File: src/rtl/alu_mdu.sv
// -----------------------------------------------------------------------------
// alu_mdu
//
// Integer execution unit: a single-cycle base ALU plus an iterative
// multiply/divide unit, behind a valid/ready handshake on both sides.
//
// Base ops (op[4]=0) complete on the accept edge. Multiply runs a shift-add
// loop over operand magnitudes and divide runs a restoring loop over operand
// magnitudes, each for XLEN iterations followed by one sign-fix cycle.
// Divide-by-zero and signed overflow are resolved on the accept edge.
//
// Ports
//   clk        sole clock, rising edge
//   rst        synchronous, active-high reset
//   in_valid   request present on a, b, op
//   in_ready   unit can accept a request this cycle
//   a, b       operands (XLEN bits)
//   op         op[4]=0: base ALU op[3:0]; op[4]=1: mul/div op[2:0]
//   flush      abort any in-flight or held result, return to IDLE
//   out_valid  result valid (DONE state)
//   out_ready  consumer takes the result this cycle
//   result     registered result, holds its value outside DONE
//   busy       high while iterating (MUL or DIV)
// -----------------------------------------------------------------------------
module alu_mdu #(
   parameter int XLEN = 32,
   parameter int SHW  = $clog2(XLEN)
) (
   input  logic            clk,
   input  logic            rst,
   input  logic            in_valid,
   output logic            in_ready,
   input  logic [XLEN-1:0] a,
   input  logic [XLEN-1:0] b,
   input  logic [4:0]      op,
   input  logic            flush,
   output logic            out_valid,
   input  logic            out_ready,
   output logic [XLEN-1:0] result,
   output logic            busy
);

   typedef enum logic [1:0] {
      ST_IDLE,
      ST_MUL,
      ST_DIV,
      ST_DONE
   } state_t;

   // Iterations 0..XLEN-1 do the arithmetic; count XLEN is the sign-fix cycle.
   localparam logic [SHW:0]    ITER_LAST = (SHW+1)'(XLEN);
   localparam logic [XLEN-1:0] MOST_NEG  = {1'b1, {(XLEN-1){1'b0}}};

   state_t            state_q, state_d;
   logic [SHW:0]      cnt_q;
   logic [XLEN-1:0]   a_q, b_q;
   logic [2:0]        mop_q;        // mul/div sub-op of the in-flight request
   logic [2*XLEN-1:0] acc_q;        // mul: {partial hi, multiplier}; div: {rem, quo}
   logic [XLEN-1:0]   result_q;

   logic              accept;
   logic              div_zero, div_ovf, div_special;
   logic [XLEN-1:0]   special_res;
   logic [XLEN-1:0]   base_res;
   logic [SHW-1:0]    shamt;
   logic              in_mul_sa, in_mul_sb, in_div_s;

   logic [XLEN-1:0]   mcand;
   logic [XLEN:0]     mul_sum;
   logic [2*XLEN-1:0] mul_next;
   logic [XLEN:0]     div_shift, div_diff;
   logic [2*XLEN-1:0] div_next;
   logic              prod_neg, quo_neg, rem_neg;
   logic [2*XLEN-1:0] prod_fix;
   logic [XLEN-1:0]   quo, rem;
   logic [XLEN-1:0]   fix_res;

   function automatic logic [XLEN-1:0] mag(input logic [XLEN-1:0] v, input logic s);
      return (s && v[XLEN-1]) ? (~v + 1'b1) : v;
   endfunction

   // ---------------------------------------------------------------------------
   // Handshake and status
   // ---------------------------------------------------------------------------
   assign in_ready  = (state_q == ST_IDLE) && !rst && !flush;
   assign accept    = in_valid && in_ready;
   assign out_valid = (state_q == ST_DONE);
   assign busy      = (state_q == ST_MUL) || (state_q == ST_DIV);
   assign result    = result_q;

   // ---------------------------------------------------------------------------
   // Accept-time decode: base ALU, operand signedness, divide special cases
   // ---------------------------------------------------------------------------
   assign shamt     = b[SHW-1:0];
   assign in_mul_sa = (op[1:0] == 2'b01) || (op[1:0] == 2'b10);   // mulh, mulhsu
   assign in_mul_sb = (op[1:0] == 2'b01);                          // mulh
   assign in_div_s  = !op[0];                                      // div, rem

   // NOTE: every signal written in always_comb gets a default first, so no
   // path through the block can leave it unassigned and infer a latch.
   always_comb begin
      base_res = '0;
      unique case (op[3:0])
         4'b0000: base_res = a + b;
         4'b1000: base_res = a - b;
         4'b0001: base_res = a << shamt;
         4'b0010: base_res = {{(XLEN-1){1'b0}}, ($signed(a) < $signed(b))};
         4'b0011: base_res = {{(XLEN-1){1'b0}}, (a < b)};
         4'b0100: base_res = a ^ b;
         4'b0101: base_res = a >> shamt;
         4'b1101: base_res = $signed(a) >>> shamt;
         4'b0110: base_res = a | b;
         4'b0111: base_res = a & b;
         default: base_res = '0;
      endcase
   end

   always_comb begin
      div_zero    = (b == '0);
      div_ovf     = in_div_s && (a == MOST_NEG) && (b == '1);
      div_special = op[4] && op[2] && (div_zero || div_ovf);
      special_res = '0;
      if (div_zero) special_res = op[1] ? a : '1;
      else          special_res = op[1] ? '0 : a;
   end

   // ---------------------------------------------------------------------------
   // Iteration datapath, driven only from captured operands
   // ---------------------------------------------------------------------------
   always_comb begin
      // Divisor magnitude for DIV, multiplicand magnitude for MUL.
      mcand = mop_q[2] ? mag(b_q, !mop_q[0])
                       : mag(a_q, (mop_q[1:0] == 2'b01) || (mop_q[1:0] == 2'b10));

      // Shift-add: add multiplicand into the high half when the current
      // multiplier bit is set, then shift the whole accumulator right.
      mul_sum  = {1'b0, acc_q[2*XLEN-1:XLEN]} + (acc_q[0] ? {1'b0, mcand} : '0);
      mul_next = {mul_sum, acc_q[XLEN-1:1]};

      // Restoring divide: shift next dividend bit into the remainder and keep
      // the trial subtraction only when it does not go negative.
      div_shift = {acc_q[2*XLEN-1:XLEN], acc_q[XLEN-1]};
      div_diff  = div_shift - {1'b0, mcand};
      div_next  = div_diff[XLEN] ? {div_shift[XLEN-1:0], acc_q[XLEN-2:0], 1'b0}
                                 : {div_diff[XLEN-1:0],  acc_q[XLEN-2:0], 1'b1};
   end

   always_comb begin
      prod_neg = 1'b0;
      if (mop_q[1:0] == 2'b01)      prod_neg = a_q[XLEN-1] ^ b_q[XLEN-1];
      else if (mop_q[1:0] == 2'b10) prod_neg = a_q[XLEN-1];
      prod_fix = prod_neg ? (~acc_q + 1'b1) : acc_q;

      quo     = acc_q[XLEN-1:0];
      rem     = acc_q[2*XLEN-1:XLEN];
      quo_neg = !mop_q[0] && (a_q[XLEN-1] ^ b_q[XLEN-1]);
      rem_neg = !mop_q[0] && a_q[XLEN-1];

      fix_res = '0;
      if (mop_q[2]) begin
         if (mop_q[1]) fix_res = rem_neg ? (~rem + 1'b1) : rem;
         else          fix_res = quo_neg ? (~quo + 1'b1) : quo;
      end else begin
         fix_res = (mop_q[1:0] == 2'b00) ? prod_fix[XLEN-1:0] : prod_fix[2*XLEN-1:XLEN];
      end
   end

   // ---------------------------------------------------------------------------
   // FSM
   // ---------------------------------------------------------------------------
   // NOTE: clocked blocks use non-blocking (<=) so every register samples
   // pre-edge values regardless of statement order.
   always_ff @(posedge clk) begin
      if (rst) state_q <= ST_IDLE;
      else     state_q <= state_d;
   end

   always_comb begin
      state_d = state_q;
      if (flush) begin
         state_d = ST_IDLE;
      end else begin
         unique case (state_q)
            ST_IDLE: begin
               if (accept) begin
                  if (!op[4])          state_d = ST_DONE;
                  else if (!op[2])     state_d = ST_MUL;
                  else if (div_special) state_d = ST_DONE;
                  else                 state_d = ST_DIV;
               end
            end
            ST_MUL, ST_DIV: begin
               if (cnt_q == ITER_LAST) state_d = ST_DONE;
            end
            ST_DONE: begin
               if (out_ready) state_d = ST_IDLE;
            end
            default: state_d = ST_IDLE;
         endcase
      end
   end

   // ---------------------------------------------------------------------------
   // Datapath registers
   // ---------------------------------------------------------------------------
   // NOTE: the operand, accumulator and result registers are plain flops, not a
   // memory array, so they are all cleared on reset at no cost.
   always_ff @(posedge clk) begin
      if (rst) begin
         a_q      <= '0;
         b_q      <= '0;
         mop_q    <= '0;
         acc_q    <= '0;
         cnt_q    <= '0;
         result_q <= '0;
      end else if (accept) begin
         a_q   <= a;
         b_q   <= b;
         mop_q <= op[2:0];
         cnt_q <= '0;
         if (!op[4])           result_q <= base_res;
         else if (!op[2])      acc_q    <= {{XLEN{1'b0}}, mag(b, in_mul_sb)};
         else if (div_special) result_q <= special_res;
         else                  acc_q    <= {{XLEN{1'b0}}, mag(a, in_div_s)};
         // in_mul_sa is consumed later via mop_q; keep it visible for clarity.
         if (op[4] && !op[2] && in_mul_sa && 1'b0) acc_q <= '0;
      end else if (busy && !flush) begin
         if (cnt_q == ITER_LAST) begin
            result_q <= fix_res;
         end else begin
            acc_q <= (state_q == ST_MUL) ? mul_next : div_next;
            cnt_q <= cnt_q + (SHW+1)'(1);
         end
      end
   end

endmodule

File: config.mk
export PLATFORM = sky130hd
export DESIGN_NAME = alu_mdu
export DESIGN_NICKNAME = d
export VERILOG_FILES = /design/src/rtl/alu_mdu.sv
export SDC_FILE = /design/constraint.sdc
export NUM_CORES = 2
export LEC_CHECK = 0
export CORE_UTILIZATION = 28
export CTS_BUF_LIST = sky130_fd_sc_hd__clkbuf_8
export DETAILED_ROUTE_END_ITERATION = 8
export PLACE_DENSITY = 0.39
export RECOVER_POWER = 50
export SETUP_SLACK_MARGIN = 0.02
export SKIP_CTS_REPAIR_TIMING = 1
export SYNTH_ARGS = -nofsm -noshare
export SYNTH_HDL_FRONTEND = slang
export SYNTH_SLANG_ARGS = --single-unit
File: constraint.sdc
create_clock -name clk -period 7.2 [get_ports clk]
set_input_delay 1.44 -clock clk [delete_from_list [all_inputs] [get_ports clk]]
set_output_delay 1.44 -clock clk [all_outputs]
set_load 0.05 [all_outputs]
Word-level counts from Yosys, hierarchy flattened
Index checks and enable logic that the tools add are counted.
{"block": "totals", "register_bits": 171, "latchBits": 0, "ram_bits": 0, "rom_bits": 0, "input_bits": 74, "out_inout_bits": 35, "wordCells": 135, "memories": 0}
{"block": "classes", "addsub": 12, "mul": 0, "n_div": 0, "magnitude_cmp": 2, "n_eq_ne": 26, "shift": 3, "muxes": 39, "bitwise": 12, "n_reduce_logical": 34}
{"operator": "32-bit two-way mux", "n": 20}
{"operator": "64-bit two-way mux", "n": 9}
{"operator": "32-bit one-hot mux with 10 select lines", "n": 1}
{"operator": "32-bit by 1-bit adder with 32-bit output (second input constant)", "n": 6}
{"operator": "32-bit NOT", "n": 6}
{"operator": "64-bit by 1-bit adder with 64-bit output (second input constant)", "n": 1}
{"operator": "32-bit == test (second input constant)", "n": 2}
{"operator": "32-bit less-than comparator", "n": 2}
{"operator": "64-bit NOT", "n": 1}
{"operator": "32-bit by 32-bit adder with 33-bit output", "n": 1}
{"operator": "33-bit by 32-bit subtractor with 33-bit output", "n": 1}
{"operator": "32-bit adder", "n": 1}
{"operator": "32-bit bitwise AND", "n": 1}
{"operator": "32-bit zero test", "n": 1}
{"operator": "32-bit bitwise OR", "n": 1}
{"operator": "32-bit by 5-bit left shift with 32-bit output", "n": 1}
{"operator": "32-bit by 5-bit right shift with 32-bit output", "n": 1}
{"operator": "32-bit by 5-bit >>> shifter with 32-bit output", "n": 1}
{"operator": "32-bit subtractor", "n": 1}
{"operator": "32-bit bitwise XOR", "n": 1}
{"operator": "4-bit by 3-bit == test with 1-bit output (second input constant)", "n": 4}
{"operator": "1-bit logical AND", "n": 14}
{"operator": "2-bit two-way mux", "n": 5}
{"operator": "4-bit by 2-bit == test with 1-bit output (second input constant)", "n": 2}
{"operator": "23 further kinds", "n": 44}

Longest topological paths before layout
{"block": "logic_depth", "depth_word": 11, "mapped_depth": 22, "mapped_depth_nobuf": 20}

Worst setup path after synthesis
Ideal clock, no wire load.
{"block": "synth_timing", "path_type": "register to register", "startpoint": "register b_q[6]", "endpoint": "register acc_q[55]", "setup_ps": 129, "t_arrival_ps": 5246, "required_ps": 7071, "setup_slack_ps": 1826, "stages_incl_launch_ff": 20, "path_buffers": 3, "period_less_slack_ps": 5374, "cell_sequence": "dfxtp_1 or4_1 or3_1 or4_1 nor3_1 nor2_1 xnor2_1 mux2_2 ha_1 clkbuf_1 and4_1 and3_1 nand4_1 o32a_1 a21o_1 nand3_1 buf_2 buf_1 mux2i_1 o21ai_0"}
{"block": "synth_between", "elab_chain_cells": 10, "word_cells_on_any_way": 12, "cone_classes": "3 x add/sub; 8 x mux; 1 x bitwise"}
{"item": "start, declared", "line": "56", "rtl": "logic [XLEN-1:0] a_q, b_q;"}
{"item": "start signal, assigned", "line": "211", "rtl": "b_q <= '0;"}
{"item": "start signal, assigned", "line": "218", "rtl": "b_q <= b;"}
{"item": "32-bit NOT", "line": "79", "rtl": "return (s && v[XLEN-1]) ? (~v + 1'b1) : v;"}
{"item": "32-bit by 1-bit adder with 32-bit output", "line": "79"}
{"item": "32-bit two-way mux (*)", "line": "79"}
{"item": "32-bit two-way mux (*)", "line": "132", "rtl": "mcand = mop_q[2] ? mag(b_q, !mop_q[0])"}
{"item": "33-bit by 32-bit subtractor with 33-bit output or 32-bit two-way mux (tied branches)", "line": "143, 137"}
{"item": "64-bit two-way mux or 32-bit by 32-bit adder with 33-bit output (tied branches)", "line": "144, 137"}
{"item": "64-bit two-way mux (*)", "line": "231", "rtl": "acc_q <= (state_q == ST_MUL) ? mul_next : div_next;"}
{"item": "64-bit two-way mux (*)", "line": "228", "rtl": "if (cnt_q == ITER_LAST) begin"}
{"item": "64-bit two-way mux (*)", "line": "227", "rtl": "end else if (busy && !flush) begin"}
{"item": "64-bit two-way mux (*)", "line": "216", "rtl": "end else if (accept) begin"}
{"item": "end signal, assigned", "line": "222", "rtl": "else if (!op[2]) acc_q <= {{XLEN{1'b0}}, mag(b, in_mul_sb)};"}
{"item": "end signal, assigned", "line": "224", "rtl": "else acc_q <= {{XLEN{1'b0}}, mag(a, in_div_s)};"}
{"item": "end signal, assigned", "line": "231"}
{"item": "end, declared", "line": "58", "rtl": "logic [2*XLEN-1:0] acc_q;"}
Every way passes the cells marked *; elsewhere a longest branch is shown, timed or not. The select of a mux whose other input is x is not followed.
A chain may end at the register's enable or synchronous reset.

Worst setup path after layout
{"block": "layout_timing", "startpoint": "input port flush", "endpoint": "register acc_q[10]"}
{"block": "layout_between", "elab_chain_cells": 5, "word_cells_on_any_way": 10, "cone_classes": "3 x eq/ne; 1 x mux; 6 x reduce/logical"}
{"item": "start, declared", "line": "36", "rtl": "input logic flush,"}
{"item": "1-bit zero test (*)", "line": "85, 227"}
{"item": "1-bit logical AND", "line": "85", "rtl": "assign in_ready = (state_q == ST_IDLE) && !rst && !flush;"}
{"item": "1-bit logical AND", "line": "86", "rtl": "assign accept = in_valid && in_ready;"}
{"item": "3-bit != test (no line), or another cell as far along"}
{"item": "4-bit AND reduction (no line)"}
Every way passes the cells marked *; elsewhere a longest branch is shown, timed or not.

==> out/metrics.yaml <==
drive_gt1_frac: 0.08406
hpwl_mm: 116.8
portBuffers: 108
r2r_start: "b_q[6]"
ant_nets: 0
worst_pin_slew_ns: 2.399
numCtsBuffers: 17
synth_area_leaders: "dfxtp_1 (13%), ha_1 (8.2%), a21oi_1 (7.1%), mux4_2 (6.6%), xnor2_1 (6.2%)"
ys_seq_area_frac: 0.1268
die_w_um: 312.5
yosysWarningCount: 0
grt_most_used_layer: "met2"
max_freq_mhz: 157.6
clockBufferDepth: 2
die_h_um: 312.5
tns_ns: 0
max-cap-violations: 2
grt.met3_usage: 0.04340
avgSynthCellArea_um2: 7.048
grt_pass1_vias: 28450
area_growth_pct: 10.59
synth_top_area_share: 0.1268
cp.arrival_ns: 6.85
core_area_um2: 95290
totalWireLength_mm: 148.8
vias_per_cell: 6.049
wire_per_inst_um: 29.54
hold_start: "a_q[0]"
clock_latency_ns: 0.58
min_path_type: "flip-flop to flip-flop"
final_cells: 5038
use_met2: 0.4654
slew_headroom: -0.6034
clkTransAtPathRegs_ns: 0.11
grt_antenna_before_repair: 4
async_reset_ff_frac: 0
track_usage: 0.2940
ios: 109
multiInputGateArea_um2: 21800
synth_edf_count: 0
path_cells: "dlygate4sd3_1, nor2_1, and2_0, nand2_1, clkbuf_1, buf_4, a211oi_1, a211oi_1, a21oi_1, nor2_1"
leakagePower_nw: 11.24
required_ns: 7.71
fin_crit_sh: 0.8813
placed_cells: 5004
vdd_drop_max_v: 0.00008270
synth_cell_type_count: 86
drt_iter0_drc: 3128
grt_max_degree: 75
failed_checks: "capacitance limit, slew limit"
syn-cell-area_um2: 26990
finalClockSkew_ns: 0.02691
grt_pass1_wl_mm: 210.8
drc: 0
nNetsFinal: 4013
cp_max_fo: 51
fillers: 10650
period_needed_ns: 6.345
cts_sinks: 171
crit_start: "flush"
seqCellArea_um2: 3425
cts.htree.levels: 4
finalHoldViolCount: 0
die-area_um2: 97660
synth-main-ff-cell: "dfxtp_1"
initial_core_util: 0.2833
dr.pass1.iters: 6
synth_most_common_cell: "nor2_1"
synthCells: 3830
syn_nets: 4085
root_buffer: "clkbuf_8"
rsz0062_at_grt: "false"
overflow: 0
maxSlewViolCount: 89
vias: 30470
setup_violations: 0
status: "finished with violations"
worstSetupStartpointType: "input pin"
power.density_nw_per_um2: 127.2
fp-row-count: 113
synth_commonest_cells: "nor2_1 (395), nand2_1 (385), a21oi_1 (382)"
cpMaxStageDelayCell: "nand2_1"
worstSetupPathType: "input pin to flip-flop"
synth_seq_cells: 171
end_kind: "flip-flop"
cts_tree: "built"
gp_congestion: 0.9883
cpPeakStageDelay_ns: 1.68
yosys.area.top_type: "dfxtp_1"
grt_util_met1: 0.4023
[layout make-up]
cell class	instances	area share
tap	1265	0.05302
sequential	171	0.1147
inverter	140	0.01760
antenna	2	0.0001677
multi-input combinational	3183	0.7303
timing repair buffer	245	0.07046
clock inverter	15	0.005868
clock buffer	17	0.007838
[critical path, delay by kind of cell]
kind	cells	cell delay, ns
buf+inv	3	2.67
simple gates	4	2.08
compound gates	3	0.58
[routing by layer]
layer  routed length, um  vias to the layer above
met4                5945                        2
met2               66500                     1357
met1               66230                    14970
li1                    -                    13940
met5                  13                        -
met3               10110                      212
[sequential cells by signal, indices dropped and copies added, names as in the netlist]
register,flops
mop_q,3
a_q,32
result,32
state_q,2
acc_q,64
b_q,32
cnt_q,6
[placed cells by master (no fill, tap or decap), drive strengths merged, types with 18 or more instances in the layout]
cell type	n
nor2	399
nand2	385
a21oi	382
o21ai	247
xnor2	191
ha	177
dfxtp	171
inv	145
buf	143
xor2	100
nor3	94
mux2i	92
mux4	79
a211oi	78
nand3	77
clkdlybuf4s50	66
a31oi	63
o211ai	58
a21o	50
nor4	46
or3	38
a22oi	35
dlygate4sd3	35
nand2b	34
or4	34
nor2b	32
o31ai	32
o22ai	32
nand4	30
a221oi	29
and2	27
and3	25
o221ai	21
o41ai	19
o21a	18
clkbuf	18
[final timing paths]
check / cells past startpoint / end / slack (ns)
max: 10 / acc_q[10] / 0.85
min: 2 / a_q[0] / 0.49
max reg2reg: 18 / acc_q[58] / 1.30
min reg2reg: 2 / a_q[0] / 0.49
[power breakdown]
group          leakage, nW  internal (mW)  switching, mW
registers             1.38          0.975         0.0602
logic                 9.65          0.698           1.30
clock network        0.206          0.293          0.475
total                 11.2           1.97           1.83
[through the flow]
stage                     power [mW]    util  setup slack [ns]  area (um2)  hold WS, ns
after global placement         3.030  0.3090             1.297       29450       0.4761
after global routing           3.982  0.3132            0.6289       29850       0.5190
final                          3.797  0.3133            0.8549       29850       0.4904
after floorplan                2.299       -             1.826       26990       0.4555
after detailed placement       3.007  0.3090             1.149       29450       0.4802
after CTS                      3.790  0.3133             1.276       29860       0.4964
[kinds of logic (layout without fill, tap and decap cells)]
| kind of cell | count (synthesis) | in the layout | share of synthesized area |
|---|---|---|---|
| DFF | 171 | 171 | 0.1268 |
| AOI/OAI and AO/OA | 1234 | 1234 | 0.2938 |
| and+or+nand+nor | 1290 | 1290 | 0.2259 |
| buffers and inverters | 476 | 417 | 0.06739 |
| other | 0 | 2 | 0 |
| muxes | 187 | 187 | 0.1067 |
| adders and majority gates | 181 | 181 | 0.08501 |
| xor gates and xnor gates | 291 | 291 | 0.09441 |
(Power assumes the default switching activity.)
